$ cat config.mk
export PLATFORM = sky130hd
export DESIGN_NAME = ram_arbiter
export DESIGN_NICKNAME = d
export VERILOG_FILES = /design/src/rtl/subdiv_pkg.sv /design/src/rtl/ram_arbiter.sv
export SDC_FILE = /design/constraint.sdc
export NUM_CORES = 1
export LEC_CHECK = 0
export CAP_MARGIN = 10
export CORE_MARGIN = 3
export CORE_UTILIZATION = 39
export CTS_CLUSTER_DIAMETER = 60
export DETAILED_ROUTE_END_ITERATION = 16
export PLACE_DENSITY = 0.87
export SYNTH_ARGS = -nofsm -noshare
export SYNTH_HDL_FRONTEND = slang
export SYNTH_SLANG_ARGS = --single-unit
$ cat constraint.sdc
create_clock -name clk -period 5.65 [get_ports clk]
set_clock_uncertainty 0.2 [all_clocks]
set_input_delay 0.8475 -clock clk [delete_from_list [all_inputs] [get_ports clk]]
set_output_delay 0.8475 -clock clk [all_outputs]
set_load 0.005 [all_outputs]
$ cat src/rtl/subdiv_pkg.sv
// Shared constants and state encoding for the two-requester RAM arbiter.
package subdiv_pkg;

    localparam int RAM_AW  = 9;
    localparam int RAM_DW  = 32;
    localparam int NUM_REQ = 2;
    localparam int BE_W    = 4;

    typedef enum logic [1:0] {
        IDLE = 2'd0,
        OWN0 = 2'd1,
        OWN1 = 2'd2
    } arb_state_t;

    function automatic logic [NUM_REQ-1:0] owner_onehot(input logic idx);
        return idx ? 2'b10 : 2'b01;
    endfunction

endpackage

$ cat src/rtl/ram_arbiter.sv
// Two-requester single-port RAM arbiter with bounded bursts and a 2-stage read-valid tag.
// Define ARB_ROUND_ROBIN_EN to alternate tie winners from IDLE; otherwise requester 0 wins ties.
module ram_arbiter
    import subdiv_pkg::*;
#(
    parameter int AW        = RAM_AW,
    parameter int DW        = RAM_DW,
    parameter int MAX_BURST = 16
) (
    input  logic                    clk,
    input  logic                    rst,
    input  logic [NUM_REQ-1:0]      req,
    input  logic [NUM_REQ*AW-1:0]   addr,
    input  logic [NUM_REQ*BE_W-1:0] we,
    input  logic [NUM_REQ*DW-1:0]   wdata,
    output logic [NUM_REQ-1:0]      gnt,
    output logic [NUM_REQ-1:0]      rvalid,
    output logic [DW-1:0]           rdata,
    output logic                    RAM_EN,
    output logic [AW-1:0]           RAM_A,
    output logic [BE_W-1:0]         RAM_WE,
    output logic [DW-1:0]           RAM_Di,
    input  logic [DW-1:0]           RAM_Do
);

    localparam int CNT_W = $clog2(MAX_BURST + 1);
    localparam logic [CNT_W-1:0] BURST_LIMIT = CNT_W'(MAX_BURST);

    logic [AW-1:0]   addr_slice  [NUM_REQ];
    logic [BE_W-1:0] we_slice    [NUM_REQ];
    logic [DW-1:0]   wdata_slice [NUM_REQ];

    genvar gi;
    generate
        for (gi = 0; gi < NUM_REQ; gi++) begin : g_slice
            assign addr_slice[gi]  = addr[gi*AW +: AW];
            assign we_slice[gi]    = we[gi*BE_W +: BE_W];
            assign wdata_slice[gi] = wdata[gi*DW +: DW];
        end
    endgenerate

    arb_state_t           state_reg;
    logic [NUM_REQ-1:0]   gnt_reg;
    logic [CNT_W-1:0]     burst_cnt_reg;
    logic                 ram_en_reg;
    logic [AW-1:0]        ram_a_reg;
    logic [BE_W-1:0]      ram_we_reg;
    logic [DW-1:0]        ram_di_reg;
    logic [NUM_REQ-1:0]   tag1_reg;
    logic [NUM_REQ-1:0]   tag2_reg;

    logic owner_idx;
    logic other_idx;
    logic owning;
    logic at_limit;
    logic forced;
    logic accept;
    logic rd_accept;
    logic idle_pick;

    assign owner_idx = (state_reg == OWN1);
    assign other_idx = ~owner_idx;
    assign owning    = (state_reg != IDLE);
    assign at_limit  = (burst_cnt_reg == BURST_LIMIT);
    // A full burst yields to a waiting peer even if the owner still requests.
    assign forced    = owning && at_limit && req[other_idx];
    assign accept    = owning && !forced && req[owner_idx];
    assign rd_accept = accept && (we_slice[owner_idx] == '0);

`ifdef ARB_ROUND_ROBIN_EN
    logic last_owner_reg;
    assign idle_pick = (&req) ? ~last_owner_reg : req[1];
`else
    assign idle_pick = ~req[0];
`endif

    logic move;
    logic to_own;
    logic new_owner;

    always_comb begin
        move      = 1'b0;
        to_own    = 1'b0;
        new_owner = 1'b0;
        case (state_reg)
            IDLE: begin
                if (|req) begin
                    move      = 1'b1;
                    to_own    = 1'b1;
                    new_owner = idle_pick;
                end
            end
            default: begin
                if (forced || (!accept && req[other_idx])) begin
                    move      = 1'b1;
                    to_own    = 1'b1;
                    new_owner = other_idx;
                end else if (!accept) begin
                    move = 1'b1;
                end
            end
        endcase
    end

    always_ff @(posedge clk) begin
        if (rst) begin
            state_reg     <= IDLE;
            gnt_reg       <= '0;
            burst_cnt_reg <= '0;
        end else if (move) begin
            burst_cnt_reg <= '0;
            if (to_own) begin
                state_reg <= new_owner ? OWN1 : OWN0;
                gnt_reg   <= owner_onehot(new_owner);
            end else begin
                state_reg <= IDLE;
                gnt_reg   <= '0;
            end
        end else if (accept && !at_limit) begin
            burst_cnt_reg <= burst_cnt_reg + CNT_W'(1);
        end
    end

`ifdef ARB_ROUND_ROBIN_EN
    always_ff @(posedge clk) begin
        if (rst) begin
            last_owner_reg <= 1'b1;
        end else if (move && to_own) begin
            last_owner_reg <= new_owner;
        end
    end
`endif

    // RAM port registers and read tag pipeline; reset also kills in-flight read tags.
    always_ff @(posedge clk) begin
        if (rst) begin
            ram_en_reg <= 1'b0;
            ram_a_reg  <= '0;
            ram_we_reg <= '0;
            ram_di_reg <= '0;
            tag1_reg   <= '0;
            tag2_reg   <= '0;
        end else begin
            ram_en_reg <= accept;
            ram_we_reg <= accept ? we_slice[owner_idx] : '0;
            if (accept) begin
                ram_a_reg  <= addr_slice[owner_idx];
                ram_di_reg <= wdata_slice[owner_idx];
            end
            tag1_reg <= rd_accept ? owner_onehot(owner_idx) : '0;
            tag2_reg <= tag1_reg;
        end
    end

    assign gnt    = gnt_reg;
    assign rvalid = tag2_reg;
    assign rdata  = RAM_Do;
    assign RAM_EN = ram_en_reg;
    assign RAM_A  = ram_a_reg;
    assign RAM_WE = ram_we_reg;
    assign RAM_Di = ram_di_reg;

endmodule
* Word level (Yosys, flattened, before mapping)
Cells that the tools add are included.
Word-level totals: logic and storage cells 62, bits in registers 57, latch bits 0, bits in writable memories 0, memories kept 0, ROM bits 0
Cells by class: equal/unequal tests 2, add/subtract/negate cells 1, div/mod/pow operators 0, shifts and indexed selects 0, multipliers 0, $lt $le $gt $ge 3, muxes and demuxes 25, bitwise operators 5, reduce and logical (&&, ||, !) cells 18
Operators with widths (count):
- 32-bit two-way mux | 3
- 9-bit two-way mux | 3
- 1-bit two-way mux | 13
- 4-bit two-way mux | 3
- 2-bit OR reduction | 4
- 1-bit logical AND | 7
- 2-bit two-way mux | 3
- 5-bit by 1-bit adder with 5-bit output (second input constant) | 1
- 5-bit == test (second input constant) | 1
- 4-bit zero test | 1
- 1-bit by 2-bit < comparator with 1-bit output (second input constant) | 2
- 1-bit NOT | 4
- 1-bit zero test | 3
- 2-bit == test (second input constant) | 1
- 2-bit >= comparator (second input constant) | 1
- 2-bit zero test | 1
- 1-bit NOT with 2-bit output | 1
- 2-bit nonzero test | 1
- 1-bit logical OR | 1

* Longest topological paths before layout
depth after elaboration 15, mapped depth 9, mapped depth without buffers 6

* Least setup slack after synthesis
OpenSTA, ideal clock, no wires.
kind input port to flip-flop, from in req[1], to reg ram_di_reg[23], in the netlist RAM_Di[23], data required time 5.361 ns, arrival 1.800 ns, slack 3.562 ns, setup time 0.089 ns, cell stages on the path 6, path through nand3b_1 a32oi_2 buf_6 buf_12 nor2_1 a311oi_2
Between the ends: longest elaborated chain between the ends 6, elaborated cells between the ends (all ways) 8, classes of those cells mux: 4; reduce/logical: 4
Ends and longest elaborated chain:
- from (decl) | RTL line ram_arbiter.sv:12 | input logic [NUM_REQ-1:0] req,
- 1-bit two-way mux (not written as such) (2 in a row) | RTL line ram_arbiter.sv:66 | assign forced = owning && at_limit && req[other_idx];
- 1-bit logical AND | RTL line ram_arbiter.sv:66
- 1-bit zero test | RTL line ram_arbiter.sv:67 | assign accept = owning && !forced && req[owner_idx];
- 1-bit logical AND | RTL line ram_arbiter.sv:67
- 1-bit logical AND (*) | RTL line ram_arbiter.sv:67
- to (signal assigned) | RTL line ram_arbiter.sv:148 | ram_di_reg <= wdata_slice[owner_idx];
- to (decl) | RTL line ram_arbiter.sv:48 | logic [DW-1:0] ram_di_reg;
Mark *: on every way between the ends. The rest lies on a longest branch, timed or not. The select of a mux whose other input is x is not followed. A chain may end at the register's enable or synchronous reset.

* Worst setup path in the final report
Ends and elaborated chain as after synthesis.

==> parameters.txt <==
Parameter                              Value

Floorplan
  Die outline area    9070 µm²
  Core outline area    7490 µm²
  Initial standard-cell utilization of the core    41.5%
  Number of rows in the core area    31
  Top-level I/O count    208
  Overall die height    95.3 µm
  Overall die width    95.3 µm

CTS
  Count of clock tree sinks    57
  TritonCTS clock tree    done
  Hold-fix buffers at CTS    0
  Post-cts repair resize count    0
  Longest Clk Path Bufs    2
  Count of H-tree levels built during CTS    3
  Post-CTS Setup Repair Bufs    0
  Number of buffers created by CTS    9
  Clock latency at the later pin of the worst-skew pair    0.33 ns
  CTS clock-pin slew for the worst setup and hold paths    around 0.070 ns
  Root Buffer Master    sky130_fd_sc_hd__clkbuf_8

Timing
  Final min period    2.94 ns
  Unrepaired setup endpoints after global routing    no
  Final setup violation count    0
  Peak clock frequency supported by timing    340 MHz
  Final hold slack    0.241 ns
  Final count of hold timing violations    0
  Share of the clock period used by the worst path    52.1%
  Final count of pins violating max slew    0
  Remaining max-slew budget at the tightest pin    a little under 30%
  Fin Setup TNS    0 ns
  Pin slew with the least headroom to its limit    1.06 ns

Setup path
  Capturing point of the worst reg2reg path    RAM_Di[23]
  Data required time of the worst path    roughly 5.7 ns
  Worst r2r path cells    8
  Data arrival, critical path    2.99 ns
  Start of the worst register-to-register path    burst_cnt_reg[0]
  Endpoint kind of the worst setup timing path    flip-flop
  Slack of the worst reg-to-reg path    3.19 ns
  CP max FO    48
  Critical path launch point type    input pin
  Type of the worst setup path    in2reg

Logic synthesis
  Part of the Yosys area used for sequential elements    36.7%
  Post-synthesis cell type count    32
  Ys async rst share    0%
  Number of warnings issued by yosys    0
  Synthesized netlist net count    467
  Seq cells post-synth    between 50 and 60
  Most used flip-flop cell after synthesis    sky130_fd_sc_hd__dfxtp_1
  Number of enable flip-flop cells after synthesis    0
  Mapped cell area    roughly 3100 µm²
  Post-synthesis cell count    339
  Mean instance size in the synthesized netlist    9.16 µm²

Power
  Power Dens Cells    251 nW/µm²
  Static Leakage    1.59 nW
  Worst-case vdd ir drop    around 0.00012 V

Global routing
  Vias in the first global route    2873
  Wire length of the first global-routing pass    about 14 mm
  Initial antenna violation count    0
  Global router's overall resource usage    19.0%
  Maximum number of pins on one net before global-route repair    49
  Leftover overflow at the end of global routing    0

Place
  Quantity of I/O buffers inserted on ports    approximately 140
  HPWL Detailed    6.45 mm
  Routability congestion estimate    0.809

Layout
  Max FFs per register    32
  Count of nets after finishing    568
  Multi-input gate area in the final layout    1530 µm²
  Area of all sequential standard cells    1140 µm²
  Ratio of cells with drive above 1 in the final layout    22.0%
  Antenna diode count    0
  Utilization after layout    between 60 and 70%
  Area growth from synthesis to final layout    45.0%
  Number of filler cells placed in the layout    639

Detailed routing
  Mean routed wirelength per cell    16.2 µm
  Total iterations of the first detailed-routing run    4
  Detailed Route WL    8.81 mm
  Number of vias in the routed layout    2783
  DR iter-0 viols    75
  Remaining DRCs    0
  ANT nets after route    0
  Per-cell via count in the routed design    5.12

Run
  Max-capacitance violation count    0

Hold path
  Type of the most critical hold path    reg2reg
  Hold Path Cell Cnt    1
  Endpoint of the worst hold path    rvalid[1]
  Min-delay src    tag1_reg[1]

Outcome
  Run status    complete, no violations
[worst max-delay path by stage]
| stage | startpoint | to | slack (ns) | depth (start not counted) |
|---|---|---|---|---|
| after floorplan | req[1] | RAM_Di[23] | 3.56 | 6 |
| after global routing | req[1] | RAM_Di[3] | 2.54 | 6 |
| after global placement | req[0] | RAM_Di[23] | 2.50 | 6 |
| after CTS | req[1] | RAM_Di[3] | 2.76 | 6 |
| after detailed placement | req[1] | RAM_Di[23] | 2.40 | 6 |
| final | req[1] | RAM_Di[23] | 2.71 | 6 |
[logic make-up after synthesis]
logic type	share of synthesized area, %
DFF	36.7
buffers and inverters	14.7
xor gates and xnor gates	0.846
and+or+nand+nor	23.0
adders and majority gates	0.805
muxes	0.644
AOI/OAI and AO/OA	23.2
[critical path: stages]
cell	delay [ns]
sky130_fd_sc_hd__clkdlybuf4s50_1	0.61
sky130_fd_sc_hd__nand3b_1	0.27
sky130_fd_sc_hd__a32oi_4	0.24
sky130_fd_sc_hd__buf_4	0.61
sky130_fd_sc_hd__nor2_1	0.11
sky130_fd_sc_hd__a311oi_2	0.25
[cell usage in the layout, fill, tap and decap left out]
cell type	n
sky130_fd_sc_hd__or4_1	3
sky130_fd_sc_hd__nand3b_1	2
sky130_fd_sc_hd__nor3_1	2
sky130_fd_sc_hd__nor2_1	14
sky130_fd_sc_hd__nor4bb_1	1
sky130_fd_sc_hd__o211ai_1	1
sky130_fd_sc_hd__mux2i_1	2
sky130_fd_sc_hd__a21boi_0	1
sky130_fd_sc_hd__a32oi_4	1
sky130_fd_sc_hd__clkinv_4	1
sky130_fd_sc_hd__o21ai_0	2
sky130_fd_sc_hd__nand2_1	93
sky130_fd_sc_hd__ha_1	2
sky130_fd_sc_hd__nor2b_4	1
sky130_fd_sc_hd__a21o_1	1
sky130_fd_sc_hd__nand2b_1	1
sky130_fd_sc_hd__nand3_1	2
sky130_fd_sc_hd__nor2_2	33
sky130_fd_sc_hd__or2b_1	1
sky130_fd_sc_hd__clkinv_2	1
sky130_fd_sc_hd__a21oi_1	10
sky130_fd_sc_hd__clkbuf_8	12
sky130_fd_sc_hd__nand2b_2	1
sky130_fd_sc_hd__buf_4	4
sky130_fd_sc_hd__inv_1	4
sky130_fd_sc_hd__clkdlybuf4s50_1	142
sky130_fd_sc_hd__o21bai_1	1
sky130_fd_sc_hd__xnor2_1	3
sky130_fd_sc_hd__bufinv_16	2
sky130_fd_sc_hd__buf_2	1
sky130_fd_sc_hd__dfxtp_1	57
sky130_fd_sc_hd__nor2b_1	2
sky130_fd_sc_hd__a311oi_2	41
[final cells by class]
class / count / area share [%]
multi-input cells: 221 / 33.9
repair buffers: 147 / 32.3
well taps: 99 / 2.75
inverters: 4 / 0.333
clock buffers: 12 / 3.67
clock inverters: 4 / 1.64
flip-flops and latches: 57 / 25.3
[per-layer routing]
layer	part of all wire (%)	vias to the layer above	track usage [%]
met5	0	-	0
met4	2.0	0	9.01
met3	10	24	6.79
met2	51	132	32.9
met1	37	1301	20.5
li1	-	1326	-
[cell usage after synthesis, drive strengths merged, types with 3 or more instances]
cell    count  share of area (%)
clkbuf     13                2.2
a21oi      10                1.6
nor2b       3               0.60
nor2       47                8.3
a311oi     41                 20
dfxtp      57                 37
or4         3               0.72
buf        44                 12
nand2      93                 11
inv         4               0.48
xnor2       3               0.85
[power by group]
part	switching [mW]	leakage (nW)	internal (mW)
clock network	0.163	0.123	0.285
registers	0.0172	0.466	0.427
logic	0.0997	1.00	0.140
total	0.280	1.59	0.852
[through the flow]
step	cells	total power, mW	cell area (µm²)	worst slack (ns)
global placement	528	0.687	4270	2.50
floorplan	339	0.588	3110	3.56
detailed placement	528	0.694	4270	2.40
global route	544	1.19	4500	2.54
CTS	544	1.15	4500	2.76
finish	544	1.13	4500	2.71
(Power assumes the default switching activity.)
==> RTL edit 1, RTL diff (same settings) <==
Change the package constant `RAM_DW` from 32 to 16.
--- a/src/rtl/subdiv_pkg.sv
+++ b/src/rtl/subdiv_pkg.sv
@@ -2,7 +2,7 @@
 package subdiv_pkg;
 
     localparam int RAM_AW  = 9;
-    localparam int RAM_DW  = 32;
+    localparam int RAM_DW  = 16;
     localparam int NUM_REQ = 2;
     localparam int BE_W    = 4;
 
Ports: changed (resized RAM_Di, RAM_Do, rdata and wdata); port bits go from 208 to 128. The function was not compared with the original's and may differ.
==> RTL edit 1 against the original RTL <==
Routed wire length shrank 42%. Design area shrank 33%. Sequential cell count shrank 16. Setup slack lost 0.41 ns. Area after synthesis shrank 33%. Sequential share of layout area grew 2.0 points. Critical path depth is the same. Combinational power shrank 39%. Clock power shrank 58%. Total power shrank 43%.
==> RTL edit 1: results (changes against the original RTL) <==
----------------------------------------------------
[Detailed routing]
  Total number of vias ... 1831 (was 2783)
  1st-pass router iterations ... 4 (unchanged)
  Length of routed met2 wiring ... 2640 um (was 4480 um)
  Detail-routed via count per cell ... 4.91 (was 5.12)
  Total length of routed met3 wires ... 396 um (was 906 um)
  Met1 WL ... 2000 um (was 3250 um)
  Detailed router's first-iteration violation count ... 112 (was 75)

[Synth]
  Fraction of synthesized area in multiplexers ... 0.00480 (was 0.00644)
  Fraction of the mapped netlist area in adder cells ... 0.0120 (was 0.00805)
  Leading post-synthesis cells by cell area ... dfxtp_1, a311oi_2, nand2_1, buf_4, nor2_1 (was dfxtp_1, a311oi_2, nand2_1, buf_4, nor2_2)
  Part of the Yosys area used for sequential elements ... 0.394 (was 0.367)
  Area fraction in compound gates after synthesis ... 0.238 (was 0.232)
  Cell variety after synth ... 30 (was 32)
  Number of nets in the synthesized netlist ... 316 (was 467)
  Xor and xnor fraction of the mapped netlist area ... 0.0168 (was 0.00846)
  Number of cells produced by synthesis ... 236 (was 339)

[Placement]
  Routability cong. ... 0.764 (was 0.809)
  Total instance count after detailed placement ... 365 (was 528)
  Post-Place Setup Slack ... 1.98 ns (was 2.40 ns)

[Global route]
  Via count of the first global-routing pass ... 1732 (was 2873)
  Pin count of the biggest net entering global routing ... 32 (was 49)
  First-pass GRT wire length ... 8030 um (was 13500 um)
  Number of antenna violations at the first check in global routing ... 0 (unchanged)
  Total routing usage reported by global routing ... 0.164 (was 0.190)

[Finish]
  Number of nets in the layout ... 386 (was 568)
  Ratio of cells with drive above 1 in the final layout ... 0.118 (was 0.220)

[Worst hold path]
  Launch point of the worst hold path ... tag1_reg[0] (was tag1_reg[1])
  Worst Hold End ... rvalid[0] (was rvalid[1])

[Outcome]
  Result of the run ... finished clean (unchanged)

[STA]
  Worst Hold Slack ... 0.245 ns (was 0.241 ns)
  Worst Max-Slew Pin Slew ... 1.14 ns (was 1.06 ns)

[Power and ir drop]
  Pwr/cell area ... 216 nW/um2 (was 251 nW/um2)
  IR Drop Worst-Case VDD ... 0.113 mV (was 0.123 mV)
  Pleak ... 1.06 nW (was 1.59 nW)

[CTS]
  Deepest level of the CTS H-tree ... 2 (was 3)
  Worst skew pair latency ... 0.28 ns (was 0.33 ns)
  Clock buffers created by TritonCTS ... 5 (was 9)

[Setup path]
  Worst Reg-to-Reg Cells ... 7 (was 8)
  Largest driver fanout on the critical path ... 28 (was 48)
  Endpoint of the most critical register-to-register path ... RAM_Di[10] (was RAM_Di[23])
  Data arrival time of the worst path ... 3.34 ns (was 2.99 ns)
  Register-to-register setup slack ... 2.83 ns (was 3.19 ns)

----------------------------------------------------
## RTL edit 1: cell count changes after synthesis, moves of 3 or more
cell      unedited run  this run
nand2_1             93        59
nor2_2              33         0
nor2_1              14        32
a311oi_2            41        25
dfxtp_1             57        41
buf_4               33        18
buf_12               3         0
clkbuf_1            11         8
## RTL edit 1: layout make-up
cell class / instances / area [um2]
fill: 450 / 1940
multi-input combinational: 155 / 1020
timing repair buffer: 97 / 968
sequential: 41 / 821
clock buffer: 7 / 86.3
tap: 67 / 83.8
inverter: 6 / 22.5
## RTL edit 1: cells by family after synthesis
family / after synthesis
AND/OR/NAND/NOR: 107
multiplexers: 1
adder cells (fa/ha/maj): 2
AO/OA/AOI/OAI: 41
XOR/XNOR: 4
flip-flops: 41
buffers and inverters: 40
## RTL edit 1: worst max path at each step
stage,start,endpoint,slack (ns),cells after the start
5_1_grt,req[1],RAM_Di[10],2.09,6
3_3_place_gp,req[1],RAM_A[1],2.14,6
3_5_place_dp,req[1],RAM_Di[10],1.98,6
4_1_cts,req[1],RAM_Di[10],2.27,6
6_report,req[1],RAM_Di[10],2.30,6
2_1_floorplan,req[1],RAM_A[0],3.41,6
## RTL edit 1: power by group
group	switching [mW]	total [mW]	leakage [nW]	internal (mW)
clock	0.0909	0.188	0.0443	0.0969
sequential	0.00941	0.314	0.335	0.305
combinational	0.0597	0.147	0.681	0.0873
## RTL edit 1: layer usage
metal / vias up / global-route usage
met1: 830 / 0.175
met3: 6 / 0.0590
li1: 927 / -
met4: 0 / 0.0636
met5: - / 0
met2: 68 / 0.291
## RTL edit 1: critical path, stage by stage
cell	delay, ns
clkdlybuf4s50_1	0.64
nand3b_1	0.27
a32oi_4	0.78
buf_4	0.47
nor2_1	0.09
a311oi_2	0.24
==> RTL edit 2, RTL diff (same flow settings) <==
Made on the original files. Re-encode `arb_state_t` (3 states) as one-hot, 3 bits wide.
--- a/src/rtl/subdiv_pkg.sv
+++ b/src/rtl/subdiv_pkg.sv
@@ -6,10 +6,10 @@
     localparam int NUM_REQ = 2;
     localparam int BE_W    = 4;
 
-    typedef enum logic [1:0] {
-        IDLE = 2'd0,
-        OWN0 = 2'd1,
-        OWN1 = 2'd2
+    typedef enum logic [2:0] {
+        IDLE = 3'b001,
+        OWN0 = 3'b010,
+        OWN1 = 3'b100
     } arb_state_t;
 
     function automatic logic [NUM_REQ-1:0] owner_onehot(input logic idx);
Check against the original RTL: same outputs for any inputs over 10 cycles, from zero or initial values and one cycle with rst high; not proved beyond that.
==> RTL edit 2 against the original RTL <==
Final cell count up 2.8%. Via count up 8.1%. Sequential cell count up 1. Global-route usage down 0.44 points. Fmax down 11%. Total power up 3.3%. Core utilization down 2.3 points. Setup slack worse by 0.35 ns. Routed wire length up 0.90%. Sequential power up 9.5%. First-iteration DRC count up 63%. Design area down 0.28%. Register-to-register slack worse by 0.45 ns. Area after synthesis up 1.3%. Critical path type unchanged. Largest power group is now registers. Highest routed layer unchanged.
==> RTL edit 2: results (changes against the original RTL) <==
----------------------------------------------------
[Outcome]
  Result of the run ... finished clean (unchanged)

[Global route]
  Via count of the first global-routing pass ... 2867 (was 2873)
  Pin count of the biggest net entering global routing ... 50 (was 49)

[Finish]
  Number of nets in the layout ... 581 (was 568)
  Proportion of cell area occupied by multi-input gates ... 0.345 (was 0.339)
  Area of all sequential standard cells ... 1160 um2 (was 1140 um2)
  Filler instances ... 678 (was 639)
  Ratio of cells with drive above 1 in the final layout ... 0.142 (was 0.220)
  Clock Network Area Fraction ... 0.0379 (was 0.0531)
  Count of inverters other than clock inverters in the layout ... 7 (was 4)
  Buffer share of cell area ... 0.324 (was 0.323)

[Power and ir drop]
  Net switching power ... 0.334 mW (was 0.280 mW)
  Clock network power share ... 0.284 (was 0.396)
  IR Drop Worst-Case VDD ... 0.127 mV (was 0.123 mV)
  Combinational logic power ... 0.351 mW (was 0.240 mW)
  Pleak ... 1.58 nW (was 1.59 nW)

[Synth]
  Number of nets in the synthesized netlist ... 488 (was 467)
  Xor and xnor fraction of the mapped netlist area ... 0 (was 0.00846)
  Cell variety after synth ... 34 (was 32)
  Fraction of synthesized area in multiplexers ... 0 (was 0.00644)
  Fraction of the mapped netlist area in adder cells ... 0.00795 (was 0.00805)
  Syn avg cell area ... 8.74 um2 (was 9.16 um2)
  Area fraction in compound gates after synthesis ... 0.314 (was 0.232)
  Part of the Yosys area used for sequential elements ... 0.369 (was 0.367)
  Commonest cells in the synthesized netlist ... nand2_1, dfxtp_1, a21oi_1 (was nand2_1, dfxtp_1, a311oi_2)

[Detailed routing]
  Detailed router's first-iteration violation count ... 122 (was 75)
  WL per Instance ... 15.9 um (was 16.2 um)
  Total number of vias ... 3008 (was 2783)

[STA]
  Worst Hold Slack ... 0.239 ns (was 0.241 ns)
  Worst Max-Slew Pin Slew ... 0.999 ns (was 1.06 ns)

[Placement]
  Total instance count after detailed placement ... 544 (was 528)
  Routability cong. ... 0.811 (was 0.809)
  Post-Place Setup Slack ... 2.05 ns (was 2.40 ns)
  Cell area after placement ... 4320 um2 (was 4270 um2)

[Setup path]
  Register-to-register setup slack ... 2.74 ns (was 3.19 ns)
  Largest driver fanout on the critical path ... 44 (was 48)
  Endpoint of the most critical register-to-register path ... RAM_Di[1] (was RAM_Di[23])
  Worst Reg-to-Reg Cells ... 6 (was 8)

[CTS]
  Clock tree sinks ... 58 (was 57)

[Floorplanning]
  Horizontal extent of the die ... 95.8 um (was 95.3 um)

----------------------------------------------------
[RTL edit 2: stage by stage]
stage | total power, mW | utilization
after floorplan | 0.691 | -
after global placement | 0.836 | 0.556
after detailed placement | 0.846 | 0.556
after CTS | 1.18 | 0.578
after global routing | 1.23 | 0.578
final | 1.17 | 0.578
[RTL edit 2: routing by layer]
metal  wire length [um]  part of all wire  GRT usage
met4                185             0.021     0.0841
met5                  0                 0          0
met1               3590              0.40      0.218
met3                733             0.082     0.0594
met2               4380              0.49      0.307
[RTL edit 2: critical path, cell delays in order]
cell and delay (ns):
clkdlybuf4s50_1 0.69, nand3_2 0.77, and2_4 0.69, a311oi_1 0.29
[RTL edit 2: worst max path at each step]
stage                start           end  slack, ns  cells after the start
finish              req[0]     RAM_Di[1]       2.36                      4
global placement    req[0]     RAM_Di[1]       2.16                      4
detailed placement  req[0]    RAM_Di[27]       2.05                      4
floorplan           req[0]  state_reg[0]       3.18                      5
global route        req[0]    RAM_Di[27]       2.18                      4
CTS                 req[0]    RAM_Di[27]       2.39                      4
